$ cat config.mk
export PLATFORM = sky130hd
export DESIGN_NAME = mul_array_sched
export DESIGN_NICKNAME = d
export VERILOG_FILES = /design/src/rtl/mul_array_sched.sv
export SDC_FILE = /design/constraint.sdc
export NUM_CORES = 1
export LEC_CHECK = 0
export CAP_MARGIN = 20
export CORE_ASPECT_RATIO = 1.1
export CORE_MARGIN = 5
export CORE_UTILIZATION = 51
export CTS_BUF_LIST = sky130_fd_sc_hd__clkbuf_16
export DETAILED_ROUTE_END_ITERATION = 7
export GPL_TIMING_DRIVEN = 0
export HOLD_SLACK_MARGIN = 0.02
export PLACE_DENSITY = 0.81
export SYNTH_ARGS = -nofsm -noshare
export SYNTH_HDL_FRONTEND = slang
export SYNTH_SLANG_ARGS = --single-unit
$ cat constraint.sdc
create_clock -name clk -period 3.5 [get_ports clk]
set_input_delay 0.35 -clock clk [delete_from_list [all_inputs] [get_ports clk]]
set_output_delay 0.35 -clock clk [all_outputs]
set_load 0.005 [all_outputs]
$ cat src/rtl/mul_array_sched.sv
// mul_array_sched: sequences the multiplier array for one layer pass (mask, issue, latency, overflow).
// Define MUL_SCHED_OVF_ABORT_EN to stop issuing and drain once an overflow is sampled.
module mul_array_sched #(
  parameter int LANES   = 64,
  parameter int MUL_LAT = 1,
  parameter int WIN_W   = 16
) (
  input  logic             clk,
  input  logic             rst,
  input  logic             start,
  input  logic [3:0]       ksize,
  input  logic [WIN_W-1:0] num_win,
  input  logic             win_valid,
  output logic             win_ready,
  output logic [LANES-1:0] mul_en,
  input  logic             ovf_in,
  output logic             res_valid,
  output logic             busy,
  output logic             done,
  output logic             cfg_err,
  output logic             ovf_flag
);
  localparam logic [2:0] S_IDLE  = 3'd0;
  localparam logic [2:0] S_LOAD  = 3'd1;
  localparam logic [2:0] S_RUN   = 3'd2;
  localparam logic [2:0] S_DRAIN = 3'd3;
  localparam logic [2:0] S_FIN   = 3'd4;
  localparam logic [MUL_LAT-1:0] TOP = MUL_LAT'(1) << (MUL_LAT - 1);
  logic [2:0]       r_state;
  logic [3:0]       r_k;
  logic [WIN_W-1:0] r_num, r_cnt;
  logic [LANES-1:0] r_mask, w_mask;
  logic [MUL_LAT-1:0] r_sr;
  logic             r_cfg_err, r_ovf;
  logic             w_issue, w_ovf, w_last, w_pend, w_kok;
  logic [6:0]       w_kk;
  assign w_kok     = ksize != 4'd0 && ksize <= 4'd8;
  assign w_kk      = 7'(r_k) * 7'(r_k);
  always_comb begin
    w_mask = '0;
    for (int i = 0; i < LANES; i++) w_mask[i] = i < int'(w_kk);
  end
  assign win_ready = r_state == S_RUN;
  assign w_issue   = win_ready && win_valid;
  assign mul_en    = w_issue ? r_mask : '0;
  assign res_valid = r_sr[MUL_LAT-1];
  // Anything still in flight behind the output stage keeps the pass in DRAIN.
  assign w_pend    = |(r_sr & ~TOP);
  assign w_last    = r_cnt == r_num - WIN_W'(1);
  assign w_ovf     = res_valid && ovf_in;
  assign busy      = r_state != S_IDLE;
  assign done      = r_state == S_FIN;
  assign cfg_err   = r_cfg_err;
  assign ovf_flag  = r_ovf;
  always_ff @(posedge clk) begin
    if (rst) begin
      r_state   <= S_IDLE;
      r_k       <= '0;
      r_num     <= '0;
      r_cnt     <= '0;
      r_mask    <= '0;
      r_sr      <= '0;
      r_cfg_err <= 1'b0;
      r_ovf     <= 1'b0;
    end else begin
      r_cfg_err <= 1'b0;
      r_sr      <= MUL_LAT'({r_sr, w_issue});
      if (w_ovf) r_ovf <= 1'b1;
      case (r_state)
        S_IDLE: if (start) begin
          if (w_kok) begin
            r_k     <= ksize;
            r_num   <= num_win;
            r_cnt   <= '0;
            r_ovf   <= 1'b0;
            r_state <= S_LOAD;
          end else r_cfg_err <= 1'b1;
        end
        S_LOAD: begin
          r_mask  <= w_mask;
          r_state <= r_num != '0 ? S_RUN : S_FIN;
        end
        S_RUN: begin
          if (w_issue) r_cnt <= r_cnt + WIN_W'(1);
          if (w_issue && w_last) r_state <= S_DRAIN;
`ifdef MUL_SCHED_OVF_ABORT_EN
          if (w_ovf) r_state <= S_DRAIN;
`endif
        end
        S_DRAIN: if (!w_pend) r_state <= S_FIN;
        S_FIN:   r_state <= S_IDLE;
        default: r_state <= S_IDLE;
      endcase
    end
  end
endmodule

=== Yosys cells after proc, flatten, opt, wreduce, memory -nomap -nowiden ===
Cells that the tools add are included.

* Register bits after elaboration: 106
* Bits in latches: 0
* Memory bits (writable): 0
* Memory bits (read-only): 0
* Bits of input ports: 25
* Output and inout port bits: 70
* Logic and storage cells: 115
* Memories: 0

* Add/sub/neg operators: 2
* $mul: 1
* Divide/modulo/power cells: 0
* Order comparisons: 65
* Equal/unequal tests: 9
* Shifts and indexed selects: 0
* Multiplexer cells: 15
* Bitwise operators: 2
* Reduce and logical (&&, ||, !) cells: 13

{| class="wikitable"
|+ Operator list
! kind !! count
|-
| 6-bit by 7-bit < comparator with 1-bit output, first input constant || 32
|-
| 5-bit by 7-bit < comparator with 1-bit output, first input constant || 16
|-
| 64-bit 2-to-1 mux || 1
|-
| 4-bit by 7-bit < comparator with 1-bit output, first input constant || 8
|-
| 16-bit 2-to-1 mux || 3
|-
| 16-bit one-hot mux with 2 select lines || 1
|-
| 3-bit by 7-bit < comparator with 1-bit output, first input constant || 4
|-
| 16-bit by 1-bit adder with 16-bit output, second input constant || 1
|-
| 16-bit equality test || 1
|-
| 16-bit nonzero test || 1
|-
| 16-bit by 1-bit subtractor with 16-bit output, second input constant || 1
|-
| 1-bit by 7-bit < comparator with 1-bit output, first input constant || 2
|-
| 2-bit by 7-bit < comparator with 1-bit output, first input constant || 2
|-
| 3-bit 2-to-1 mux || 4
|-
| 3-bit one-hot mux with 4 select lines || 1
|-
| 4-bit by 4-bit multiplier with 7-bit output || 1
|-
| 3-bit by 2-bit equality test with 1-bit output, second input constant || 2
|-
| 3-bit AND reduction || 2
|-
| 1-bit 2-to-1 mux || 5
|-
| 4-bit <= comparator, second input constant || 1
|-
| 1-bit logical AND || 4
|-
| 2-bit by 1-bit != test with 1-bit output, second input constant || 2
|-
| 2-bit != test, second input constant || 2
|-
| 4-bit AND reduction || 1
|-
| other kinds (8) || 9
|}

=== Logic depth before layout (Yosys ltp) ===
* Word-level depth: 5
* Mapped depth: 11
* Depth with buffers taken out: 9

=== Worst setup path before layout ===
No wires, ideal clock.

* Path kind: register to register
* Start point: register r_k[1]
* End point: register r_mask[48]
* Library setup time: 0.143 ns
* Arrival: 2.391 ns
* Data required time: 3.357 ns
* Path slack: 0.966 ns
* Stages on the path, launching flop included: 11
* Buffers on the path: 1
* Clock period less this slack: 2.534 ns
* Cells stage by stage: dfxtp_1 > clkbuf_1 > nor2b_1 > and2_1 > fa_1 > a21o_1 > a21oi_1 > xnor2_1 > nand2b_1 > a21boi_0 > a31oi_1

* Longest elaborated chain between the ends: 2

{| class="wikitable"
|+ RTL lines
! element !! RTL line !! RTL
|-
| start, declared || 30 || <nowiki>logic [3:0] r_k;</nowiki>
|-
| start signal, assigned || 72 || <nowiki>r_k <= ksize;</nowiki>
|-
| 4-bit by 4-bit multiplier with 7-bit output || 38 || <nowiki>assign w_kk = 7'(r_k) * 7'(r_k);</nowiki>
|-
| 6-bit by 7-bit < comparator with 1-bit output || 41 || <nowiki>for (int i = 0; i < LANES; i++) w_mask[i] = i < int'(w_kk);</nowiki>
|-
| end signal, assigned || 80 || <nowiki>r_mask <= w_mask;</nowiki>
|-
| end, declared || 32 || <nowiki>logic [LANES-1:0] r_mask, w_mask;</nowiki>
|}

Every way passes these cells.
A chain may end at the register's enable or synchronous reset.

=== Worst setup path after layout ===
* Start point: register r_k[1]
* End point: register r_mask[3]

* Longest elaborated chain between the ends: 2

{| class="wikitable"
|+ RTL lines
! element !! RTL line
|-
| 4-bit by 4-bit multiplier with 7-bit output || 38
|-
| 2-bit by 7-bit < comparator with 1-bit output || 41
|}

Every way passes these cells.

==> impl_metrics.ini <==
[outcome]
run_status = complete, no violations

[floorplanning]
io_pins = 95
dieArea_um2 = 10280
start_util_pct = 51.46
rows = 35
die_w_um = 97.13
fp.dieH_um = 105.8
coreArea_um2 = 8277

[final_layout]
final_nets = 652
finalInstanceArea_um2 = 5612
filler_cells_inserted = 676
insertedDiodeCount = 0
post_route_cells_drive_above_1_share_pct = 11.36
multi_input_comb_area_um2 = 2338
regArea_um2 = 1521
layout_area_overhead_pct = 31.76

[global_routing]
grt_pass1_wl_mm = 18.02
grt_start_max_net_pins = 16
grt.overflow.total = 0
globalRouteTotalUtil_pct = 21.00
grt_pass1_vias = 3942
antenna_found_initial = 0

[setup_path]
crit_type = register to register
setup.reg_to_reg.worst_slack_ps = 430
crit_path_top_delay_cell = sky130_fd_sc_hd__nor4_1
worstPathArrival_ps = 3240
critical_path.max_stage_delay_ps = 710
critical_path.endpoint_type = register
maximum_fanout_count_along_the_critical_path = 10
worstPathCellList = clkbuf_1 > nor2b_1 > and2_1 > fa_1 > a21o_1 > a21oi_1 > xnor2_1 > nand2_1 > nor4_1 > a211oi_1
crit_required_ps = 3680
worstSetupStartpointType = register

[yosys]
synth_seq_cells = 76
synth_top_family_by_area = simple AND/OR/NAND/NOR gates
post_synth_fa_ha_maj_area_fraction_pct = 2.233
synth.lib_cells_used.distinct = 58
synth_simple_gate_area_share_pct = 29.02
complex_gate_fraction_of_the_synthesized_area_pct = 11.16
syn_nets = 548
post_synth.cell_area_avg_um2 = 8.254
dominantRegCellSynth = sky130_fd_sc_hd__dfxtp_1
synth_enable_flop_cells = 0
postSynthCellCount = 516
synth.yosys.seq_area_share_pct = 35.72
yosys.area_share.xor_xnor_pct = 6.786
multiplexer_area_fraction_after_synthesis_pct = 5.699
async_reset_ff_share_pct = 0
synth.cell_area_um2 = 4259
synth-warning-count = 0

[clock_network]
cts-resized-gates = 0
cts_htree_levels = 3
worst_setup_hold_path_clk_slew_ps = 60
clock_tree.buffer_depth = 2
clock_buffer_count_from_cts = 9
cts.hold.buffers_added = 0
cts.repair_timing.setup_buffer_count = 0
cts_num_sinks = 76
insertion_delay_ps = 340
cts_tree = done
cts.root.buffer_cell = sky130_fd_sc_hd__clkbuf_16

[sta]
grt_setup_unrepaired = false
timing.slew.headroom_pct = 46.76
max_slew.worst_pin.slew_ps = 791.3
final_number_of_hold_violating_endpoints = 0
fin_worst_skew_ps = 7.035
final.period_utilization_pct = 87.69
final-setup-viol-count = 0
setup_tns_ps = 0
timing_max_transition_violations_final = 0
clock.fmax_mhz = 325.8
final.min_clock_period_ps = 3069

[worst_hold_path]
timing.hold.worst.class = register to register

[placed_design]
detailedPlacementHpwl_mm = 8.126
gp_congestion = 0.8962
post_dp_area_um2 = 5329
count_of_buffers_from_port_buffering = 93

[job]
drv.max_cap_violation_count = 0

[detailed_routing]
routedWlPerCell_um = 14.51
vias = 3982
postRouteWirelength_mm = 10.68
route.antenna.remaining_nets = 0
drcViolationCount = 0
via_per_inst = 5.410
drt_iter0_drc = 157
drt_pass1_iterations = 4

[pwr]
p_per_area_nw_per_um2 = 381.0
static-leakage-power_nw = 2.333
worst_ir_drop_vdd_v = 0.0003017
## layout make-up
cell class,instances,share of cell area [%]
plain buffers,64,6.511
multi-input cells,367,41.67
inverters,9,0.6020
clock buffers,9,4.013
flip-flops and latches,76,27.11
clock inverters,7,1.026
repair buffers,93,16.59
well taps,111,2.475
## state kept, by name (all words and copies together) (netlist names)
| register | flops |
|---|---|
| res_valid | 1 |
| r_mask | 34 |
| r_num | 16 |
| r_state | 3 |
| r_k | 4 |
| ovf_flag | 1 |
| r_cnt | 16 |
| cfg_err | 1 |
## synthesized netlist by cell type, drive strengths merged, types with 14 or more instances
| cell | instances | area (µm²) |
|---|---|---|
| a21oi | 32 | 171.4 |
| and3 | 36 | 225.2 |
| buf | 37 | 262.8 |
| clkbuf | 27 | 102.6 |
| dfxtp | 76 | 1521 |
| mux2i | 22 | 220.2 |
| nand2 | 39 | 148.9 |
| nand4 | 14 | 87.58 |
| nor2 | 62 | 232.7 |
| nor3 | 14 | 70.07 |
| xor2 | 20 | 175.2 |
## through the flow
stage                     std cells  hold WS, ps  power, W  setup slack, ps  util (%)
after floorplan                 516        431.9  0.001169            965.5         -
after global placement          720        438.3  0.001259            557.1     64.38
after detailed placement        720        442.1  0.001271            479.5     64.38
after CTS                       736        450.2  0.002144            454.2     67.80
after global routing            736        474.1  0.002218            206.8     67.80
final                           736        449.8  0.002138            430.9     67.80
## worst max-delay path, delay by kind of cell (launching register included)
kind                       cells  cell delay (ps)
xor gates and xnor gates       1              210
DFF                            1              330
AOI/OAI and AO/OA              3              500
buffers and inverters          1              280
and+or+nand+nor                4             1140
adders and majority gates      1              440
## logic make-up after synthesis
kind of cell,count (synthesis)
flops,76
buf+inv,73
mux,24
fa+ha+maj,7
compound gates,77
simple gates,226
xor+xnor,33
## power breakdown
group / leakage (nW) / switching (W) / internal (W) / total [W]
combinational: 1.59 / 0.000188 / 0.000152 / 0.000340
sequential: 0.616 / 0.0000249 / 0.000893 / 0.000918
clock: 0.129 / 0.000390 / 0.000490 / 0.000880
total: 2.33 / 0.000603 / 0.00153 / 0.00214
## routing by layer
| metal | part of all wire (%) | track usage, % |
|---|---|---|
| met1 | 41 | 22.79 |
| met2 | 50 | 38.51 |
| met3 | 6.3 | 5.559 |
| met4 | 1.8 | 8.526 |
| met5 | 0 | 0 |
## final timing paths
path	startpoint	to	depth (start not counted)
worst max-delay path	r_k[1]	r_mask[3]	10
worst min-delay path	r_mask[46]	r_mask[46]	2
worst max register to register	r_k[1]	r_mask[3]	10
worst min register to register	r_mask[46]	r_mask[46]	2
## cell usage in the layout (no fill, tap or decap), types with 11 or more instances in the layout
| cell | count |
|---|---|
| sky130_fd_sc_hd__a21oi_1 | 31 |
| sky130_fd_sc_hd__and3_1 | 36 |
| sky130_fd_sc_hd__buf_4 | 31 |
| sky130_fd_sc_hd__clkbuf_1 | 26 |
| sky130_fd_sc_hd__clkdlybuf4s50_1 | 93 |
| sky130_fd_sc_hd__dfxtp_1 | 76 |
| sky130_fd_sc_hd__mux2i_1 | 22 |
| sky130_fd_sc_hd__nand2_1 | 38 |
| sky130_fd_sc_hd__nand4_1 | 14 |
| sky130_fd_sc_hd__nor2_1 | 62 |
| sky130_fd_sc_hd__nor3_1 | 14 |
| sky130_fd_sc_hd__o21ai_0 | 11 |
| sky130_fd_sc_hd__xnor2_1 | 13 |
| sky130_fd_sc_hd__xor2_1 | 20 |
Note: power is estimated with default switching activity, not from simulation.
